==> src/rtl/board_input_conditioner.sv <==
// board_input_conditioner
//
// Board-facing front end for the d16 system top. It produces the system
// reset, turns raw asynchronous board inputs (keys, switches) into clean
// debounced levels with one-cycle edge pulses, and runs a free-running
// uptime counter plus a periodic tick.
//
// Ports
//   clk        in   1      system clock
//   rst_n      in   1      asynchronous active-low board reset
//   raw_in     in   N_IN   asynchronous board inputs
//   sys_rst_n  out  1      system reset: asserts asynchronously, releases
//                          synchronously SYNC_STAGES+RST_HOLD edges after rst_n
//   level      out  N_IN   debounced input levels
//   rise       out  N_IN   one-cycle pulse when a level bit goes 0->1
//   fall       out  N_IN   one-cycle pulse when a level bit goes 1->0
//   tick       out  1      one-cycle pulse every TICK_DIV cycles
//   uptime     out  CNT_W  cycles since sys_rst_n released (wraps silently)
module board_input_conditioner #(
   parameter int              N_IN            = 4,
   parameter int              SYNC_STAGES     = 3,
   parameter int              RST_HOLD        = 256,
   parameter int              DEBOUNCE_CYCLES = 50000,
   parameter int              DB_W            = 16,
   parameter int              TICK_DIV        = 50000000,
   parameter int              CNT_W           = 24,
   parameter logic [N_IN-1:0] INIT_LEVEL      = {N_IN{1'b0}}
) (
   input  logic             clk,
   input  logic             rst_n,
   input  logic [N_IN-1:0]  raw_in,
   output logic             sys_rst_n,
   output logic [N_IN-1:0]  level,
   output logic [N_IN-1:0]  rise,
   output logic [N_IN-1:0]  fall,
   output logic             tick,
   output logic [CNT_W-1:0] uptime
);

   localparam int              PW       = (TICK_DIV <= 2) ? 1 : $clog2(TICK_DIV);
   localparam logic [PW-1:0]   P_LAST   = PW'(TICK_DIV - 1);
   // tick is registered, so it is loaded one count early to line up with
   // the cycle in which pcnt reads TICK_DIV-1.
   localparam logic [PW-1:0]   P_PRE    = PW'(TICK_DIV - 2);
   localparam logic [DB_W-1:0] DB_LAST  = DB_W'(DEBOUNCE_CYCLES - 1);

   // ---------------------------------------------------------------------
   // Reset generator: release synchroniser followed by the hold counter
   // ---------------------------------------------------------------------
   logic [SYNC_STAGES-1:0] rst_chain;

   always_ff @(posedge clk or negedge rst_n) begin
      if (!rst_n) begin
         rst_chain <= '0;
      end else begin
         rst_chain <= {rst_chain[SYNC_STAGES-2:0], 1'b1};
      end
   end

   generate
      if (RST_HOLD == 0) begin : g_no_hold
         // With no hold time the last synchroniser flop is the reset register.
         assign sys_rst_n = rst_chain[SYNC_STAGES-1];
      end else begin : g_hold
         localparam int            HOLD_W    = (RST_HOLD < 2) ? 1 : $clog2(RST_HOLD);
         localparam logic [HOLD_W-1:0] HOLD_LAST = HOLD_W'(RST_HOLD - 1);

         logic [HOLD_W-1:0] hold_cnt;
         logic              rst_q;

         always_ff @(posedge clk or negedge rst_n) begin
            if (!rst_n) begin
               hold_cnt <= '0;
               rst_q    <= 1'b0;
            end else if (rst_chain[SYNC_STAGES-1] && !rst_q) begin
               if (hold_cnt == HOLD_LAST) begin
                  rst_q <= 1'b1;
               end else begin
                  hold_cnt <= hold_cnt + HOLD_W'(1);
               end
            end
         end

         assign sys_rst_n = rst_q;
      end
   endgenerate

   // ---------------------------------------------------------------------
   // Input synchronisers (run through the hold period, not gated by sys_rst_n)
   // ---------------------------------------------------------------------
   logic [N_IN-1:0] in_sync [SYNC_STAGES];
   logic [N_IN-1:0] synced;

   always_ff @(posedge clk or negedge rst_n) begin
      if (!rst_n) begin
         for (int s = 0; s < SYNC_STAGES; s++) begin
            in_sync[s] <= INIT_LEVEL;
         end
      end else begin
         in_sync[0] <= raw_in;
         for (int s = 1; s < SYNC_STAGES; s++) begin
            in_sync[s] <= in_sync[s-1];
         end
      end
   end

   assign synced = in_sync[SYNC_STAGES-1];

   // ---------------------------------------------------------------------
   // Per-channel debounce with registered edge pulses
   // ---------------------------------------------------------------------
   logic [DB_W-1:0] db_cnt [N_IN];

   always_ff @(posedge clk or negedge rst_n) begin
      if (!rst_n) begin
         for (int ch = 0; ch < N_IN; ch++) begin
            db_cnt[ch] <= '0;
            level[ch]  <= INIT_LEVEL[ch];
            rise[ch]   <= 1'b0;
            fall[ch]   <= 1'b0;
         end
      end else if (!sys_rst_n) begin
         for (int ch = 0; ch < N_IN; ch++) begin
            db_cnt[ch] <= '0;
            level[ch]  <= INIT_LEVEL[ch];
            rise[ch]   <= 1'b0;
            fall[ch]   <= 1'b0;
         end
      end else begin
         for (int ch = 0; ch < N_IN; ch++) begin
            rise[ch] <= 1'b0;
            fall[ch] <= 1'b0;
            if (synced[ch] != level[ch]) begin
               if (db_cnt[ch] == DB_LAST) begin
                  level[ch]  <= synced[ch];
                  db_cnt[ch] <= '0;
                  rise[ch]   <= synced[ch];
                  fall[ch]   <= ~synced[ch];
               end else begin
                  db_cnt[ch] <= db_cnt[ch] + DB_W'(1);
               end
            end else begin
               // Input agrees with level again: any partial count was a glitch.
               db_cnt[ch] <= '0;
            end
         end
      end
   end

   // ---------------------------------------------------------------------
   // Prescaler, tick and uptime
   // ---------------------------------------------------------------------
   logic [PW-1:0] pcnt;

   always_ff @(posedge clk or negedge rst_n) begin
      if (!rst_n) begin
         pcnt   <= '0;
         tick   <= 1'b0;
         uptime <= '0;
      end else if (!sys_rst_n) begin
         pcnt   <= '0;
         tick   <= 1'b0;
         uptime <= '0;
      end else begin
         pcnt   <= (pcnt == P_LAST) ? '0 : pcnt + PW'(1);
         tick   <= (pcnt == P_PRE);
         uptime <= uptime + CNT_W'(1);
      end
   end

endmodule

==> config.mk <==
export PLATFORM = sky130hd
export DESIGN_NAME = board_input_conditioner
export DESIGN_NICKNAME = d
export VERILOG_FILES = /design/src/rtl/board_input_conditioner.sv
export SDC_FILE = /design/constraint.sdc
export NUM_CORES = 1
export LEC_CHECK = 0
export BUFFER_PORTS_ARGS = -buffer_cell sky130_fd_sc_hd__buf_4
export CAP_MARGIN = 25
export CORE_UTILIZATION = 40
export DETAILED_ROUTE_END_ITERATION = 16
export GPL_ROUTABILITY_DRIVEN = 0
export PLACE_DENSITY = 0.6
export SETUP_SLACK_MARGIN = 0.5
export SYNTH_ARGS = -nofsm -noshare
export SYNTH_HDL_FRONTEND = slang
export SYNTH_SLANG_ARGS = --single-unit
export TNS_END_PERCENT = 10
==> constraint.sdc <==
create_clock -name clk -period 2.4 [get_ports clk]
set_input_delay 0.24 -clock clk [delete_from_list [all_inputs] [get_ports clk]]
set_output_delay 0.24 -clock clk [all_outputs]
set_load 0.02 [all_outputs]
==> metrics.txt <==
# TYPE chip_impl_metric gauge
chip_impl_metric{name="vias_in_the_first_global_route",unit=""} 5090
chip_impl_metric{name="groute.usage.overall",unit=""} 0.174
chip_impl_metric{name="clock_path_buffers",unit=""} 2
chip_impl_metric{name="route.vias.total",unit=""} 5151
chip_impl_info{name="timing_worst_setup_path_type",value="reg -> reg"} 1
chip_impl_info{name="crit_path_end_kind",value="register"} 1
chip_impl_metric{name="use_met3",unit=""} 0.0411
chip_impl_info{name="cp-start-kind",value="register"} 1
chip_impl_metric{name="core-area",unit="sq mm"} 0.0168
chip_impl_metric{name="portBuffers",unit=""} 43
chip_impl_metric{name="globalRoute.totalOverflow",unit=""} 0
chip_impl_metric{name="ys_ff_latch",unit=""} 151
chip_impl_metric{name="finalClockSkew",unit="ns"} 0.00713
chip_impl_metric{name="grt_pass1_wl",unit="um"} 24700
chip_impl_metric{name="synth.lib_cells_used.distinct",unit=""} 42
chip_impl_metric{name="route.final.wire_length",unit="um"} 14300
chip_impl_metric{name="diodes",unit=""} 0
chip_impl_metric{name="core.rowCount",unit=""} 47
chip_impl_metric{name="detail_route.wl_per_cell",unit="um"} 14.9
chip_impl_info{name="run_status",value="finished clean"} 1
chip_impl_metric{name="dieWidth",unit="um"} 134
chip_impl_metric{name="die_h",unit="um"} 134
chip_impl_metric{name="syn-mean-instance-area",unit="sq um"} 10.5
chip_impl_metric{name="drtPass1Iterations",unit=""} 4
chip_impl_info{name="synth_top_flop_cell",value="sky130_fd_sc_hd__dfrtp_1"} 1
chip_impl_info{name="top_usage_layer",value="met2"} 1
chip_impl_metric{name="power_density",unit="mW/mm^2"} 658
chip_impl_metric{name="clkSinkCount",unit=""} 151
chip_impl_metric{name="htreeDepth",unit=""} 4
chip_impl_metric{name="die_area",unit="sq mm"} 0.0179
chip_impl_metric{name="fillCellCount",unit=""} 1548
chip_impl_metric{name="timing.final.crit_share",unit=""} 0.858
chip_impl_info{name="layout_common_cells",value="sky130_fd_sc_hd__dfrtp_1 (151), sky130_fd_sc_hd__nor2_1 (91), sky130_fd_sc_hd__buf_4 (53)"} 1
chip_impl_info{name="root_buffer",value="sky130_fd_sc_hd__clkbuf_16"} 1
chip_impl_metric{name="max_cap_viol_count",unit=""} 0
chip_impl_metric{name="antenna_found_initial",unit=""} 0
chip_impl_metric{name="average_via_count_per_standard_cell",unit=""} 5.37
chip_impl_metric{name="gr-usage-met2",unit=""} 0.279
chip_impl_metric{name="worst_pin_slew",unit="ns"} 0.715
chip_impl_metric{name="area_delta_synth_final",unit="%"} 18.6
chip_impl_info{name="rsz0062_at_grt",value="true"} 1
chip_impl_info{name="commonest_non_fill_non_tap_cell_in_the_layout",value="sky130_fd_sc_hd__dfrtp_1"} 1
chip_impl_metric{name="initial_core_util",unit=""} 0.414
chip_impl_metric{name="finalCriticalPeriod",unit="ns"} 2.06
chip_impl_metric{name="seq_area_frac_synth",unit=""} 0.544
chip_impl_metric{name="ys.warnings.count",unit=""} 0
chip_impl_metric{name="syn_area",unit="sq mm"} 0.00694
chip_impl_metric{name="cts-buffers-inserted",unit=""} 17
chip_impl_metric{name="vdd.ir_drop.worst",unit="uV"} 532
chip_impl_metric{name="synth_enable_flop_cells",unit=""} 0
chip_impl_metric{name="post_route_cells_drive_above_1_share",unit=""} 0.124
chip_impl_metric{name="maximum_number_of_pins_on_one_net_before_global_route_repair",unit=""} 66
chip_impl_metric{name="clk_pin_slew",unit="ns"} 0.06
chip_impl_metric{name="timing.reg2reg.setup_slack",unit="ns"} 0.34
chip_impl_metric{name="ios",unit=""} 44
chip_impl_metric{name="met1_usage",unit=""} 0.222
chip_impl_metric{name="ant_nets",unit=""} 0
chip_impl_metric{name="nets",unit=""} 743
chip_impl_metric{name="clock_latency",unit="ns"} 0.42
chip_impl_metric{name="finalHoldViolations",unit=""} 0
chip_impl_metric{name="cp_data_arrival_time",unit="ns"} 2.35
chip_impl_metric{name="finalSetupTns",unit="ns"} 0
chip_impl_metric{name="post-dp-hpwl",unit="um"} 9740
chip_impl_metric{name="critical_path_peak_fanout",unit=""} 19
chip_impl_metric{name="maxClockFrequency",unit="MHz"} 486
chip_impl_info{name="worst_hold_path_type",value="reg -> reg"} 1
chip_impl_metric{name="final-setup-viol-count",unit=""} 0
chip_impl_metric{name="worst_ep_required_time",unit="ns"} 2.69
chip_impl_metric{name="remaining_drcs",unit=""} 0
chip_impl_metric{name="postSynthNetCount",unit=""} 678
chip_impl_metric{name="final_core_util",unit=""} 0.491
chip_impl_info{name="tritoncts",value="yes"} 1
chip_impl_metric{name="worst_slew_margin_rel",unit=""} 0.517
chip_impl_metric{name="p_leak",unit="nW"} 3.37
chip_impl_metric{name="syn_inst",unit=""} 664
chip_impl_metric{name="asyncSetResetFlopFracSynth",unit=""} 1.00
chip_impl_metric{name="maxSlewViolCount",unit=""} 0
chip_impl_metric{name="drt_iter0_drc",unit=""} 176
-- flip-flops by register name, summed over array words and instances, names as in the netlist --
register and flops:
db_cnt 64, fall 4, g_hold.hold_cnt 8, in_sync 8
level 4, pcnt 26, rise 4, rst_chain 3
synced 4, sys_rst_n 1, tick 1, uptime 24
-- critical path: stages, from the launching register on --
cell and delay, ns:
sky130_fd_sc_hd__dfrtp_1 0.42, sky130_fd_sc_hd__or4_1 0.50, sky130_fd_sc_hd__or4_4 0.47, sky130_fd_sc_hd__o41ai_4 0.23, sky130_fd_sc_hd__buf_6 0.23, sky130_fd_sc_hd__a21oi_1 0.07
-- layer usage --
layer | up-vias | wire [um]
met5 | - | 0
met4 | 0 | 276
met3 | 20 | 504
met2 | 77 | 6890
met1 | 2537 | 6670
li1 | 2517 | -
-- synthesized netlist by cell type, types with 2 or more instances --
master,count,area share
sky130_fd_sc_hd__nand3_1,42,0.030
sky130_fd_sc_hd__nand4_1,42,0.038
sky130_fd_sc_hd__nor3_1,15,0.011
sky130_fd_sc_hd__dfrtp_1,151,0.54
sky130_fd_sc_hd__nand2_1,34,0.018
sky130_fd_sc_hd__o31ai_1,11,0.012
sky130_fd_sc_hd__or3b_2,2,0.0025
sky130_fd_sc_hd__o41ai_1,2,0.0025
sky130_fd_sc_hd__inv_1,15,0.0081
sky130_fd_sc_hd__clkbuf_1,15,0.0081
sky130_fd_sc_hd__and4_1,17,0.021
sky130_fd_sc_hd__o21ai_0,13,0.0094
sky130_fd_sc_hd__mux2i_1,6,0.0087
sky130_fd_sc_hd__ha_1,8,0.014
sky130_fd_sc_hd__and2_1,4,0.0036
sky130_fd_sc_hd__or4_1,15,0.016
sky130_fd_sc_hd__nor4b_1,6,0.0076
sky130_fd_sc_hd__nor3b_1,4,0.0043
sky130_fd_sc_hd__nor4bb_1,7,0.010
sky130_fd_sc_hd__and3_1,16,0.014
sky130_fd_sc_hd__nor4_1,7,0.0063
sky130_fd_sc_hd__or3_1,11,0.0099
sky130_fd_sc_hd__or2_2,3,0.0027
sky130_fd_sc_hd__xnor2_1,35,0.044
sky130_fd_sc_hd__a21oi_1,26,0.019
sky130_fd_sc_hd__nor2_1,91,0.049
sky130_fd_sc_hd__xor2_1,48,0.061
sky130_fd_sc_hd__nand2b_1,4,0.0036
-- final timing paths --
path / startpoint / endpoint / cells past startpoint
max in group asynchronous: rst_n / rise[3] / 3
worst min register to register: rst_chain[1] / rst_chain[2] / 0
worst min-delay path: rst_chain[1] / rst_chain[2] / 0
worst max register to register: pcnt[16] / pcnt[22] / 5
worst max-delay path: pcnt[16] / pcnt[22] / 5
min in group asynchronous: rst_n / db_cnt[10] / 2
-- logic make-up (layout without fill, tap and decap cells) --
family          Yosys count  count (layout)  share of synthesized area
xor+xnor                 83              83                      0.105
mux                       7               7                     0.0103
flops                   151             151                      0.544
buf+inv                  31             107                     0.0178
other cells               1               1                   0.000540
fa+ha+maj                 8               8                     0.0144
simple gates            323             323                      0.253
compound gates           60              60                     0.0546
-- report_power, final --
| part | internal (mW) | total, mW | switching [mW] |
|---|---|---|---|
| sequential | 2.61 | 2.67 | 0.0583 |
| combinational | 0.0810 | 0.176 | 0.0951 |
| clock | 1.61 | 2.57 | 0.962 |
| total | 4.30 | 5.42 | 1.12 |
-- stage by stage --
stage | power, mW | std cells | setup slack [ns] | hold WS, ns | cell area [sq um]
3_3_place_gp | 2.88 | 921 | 0.352 | 0.272 | 7580
2_1_floorplan | 2.79 | 664 | 0.278 | -0.0556 | 6940
5_1_grt | 5.64 | 960 | 0.255 | 0.358 | 8230
3_5_place_dp | 2.89 | 921 | 0.303 | 0.281 | 7580
6_report | 5.42 | 960 | 0.340 | 0.350 | 8230
4_1_cts | 5.49 | 958 | 0.338 | 0.349 | 8220
-- final cells by class --
type	instances	area [sq um]	share of cell area
clock buffers	28	537	0.0652
clock inverters	2	35.0	0.00426
inverters	15	56.3	0.00684
multi-input cells	482	3040	0.369
flip-flops and latches	151	3780	0.459
well taps	220	275	0.0334
repair buffers	62	510	0.0620
-- repair_timing --
action / 4_1_cts / 5_1_grt
endpoints found under the hold margin: 65 / 0
setup buffers: 2 / 2
resized for setup: 1 / 0
endpoints found under the setup margin: 25 / 89
pin swaps: 1 / 1
hold buffers: 5 / 0
Note: power is estimated with default switching activity, not from simulation.
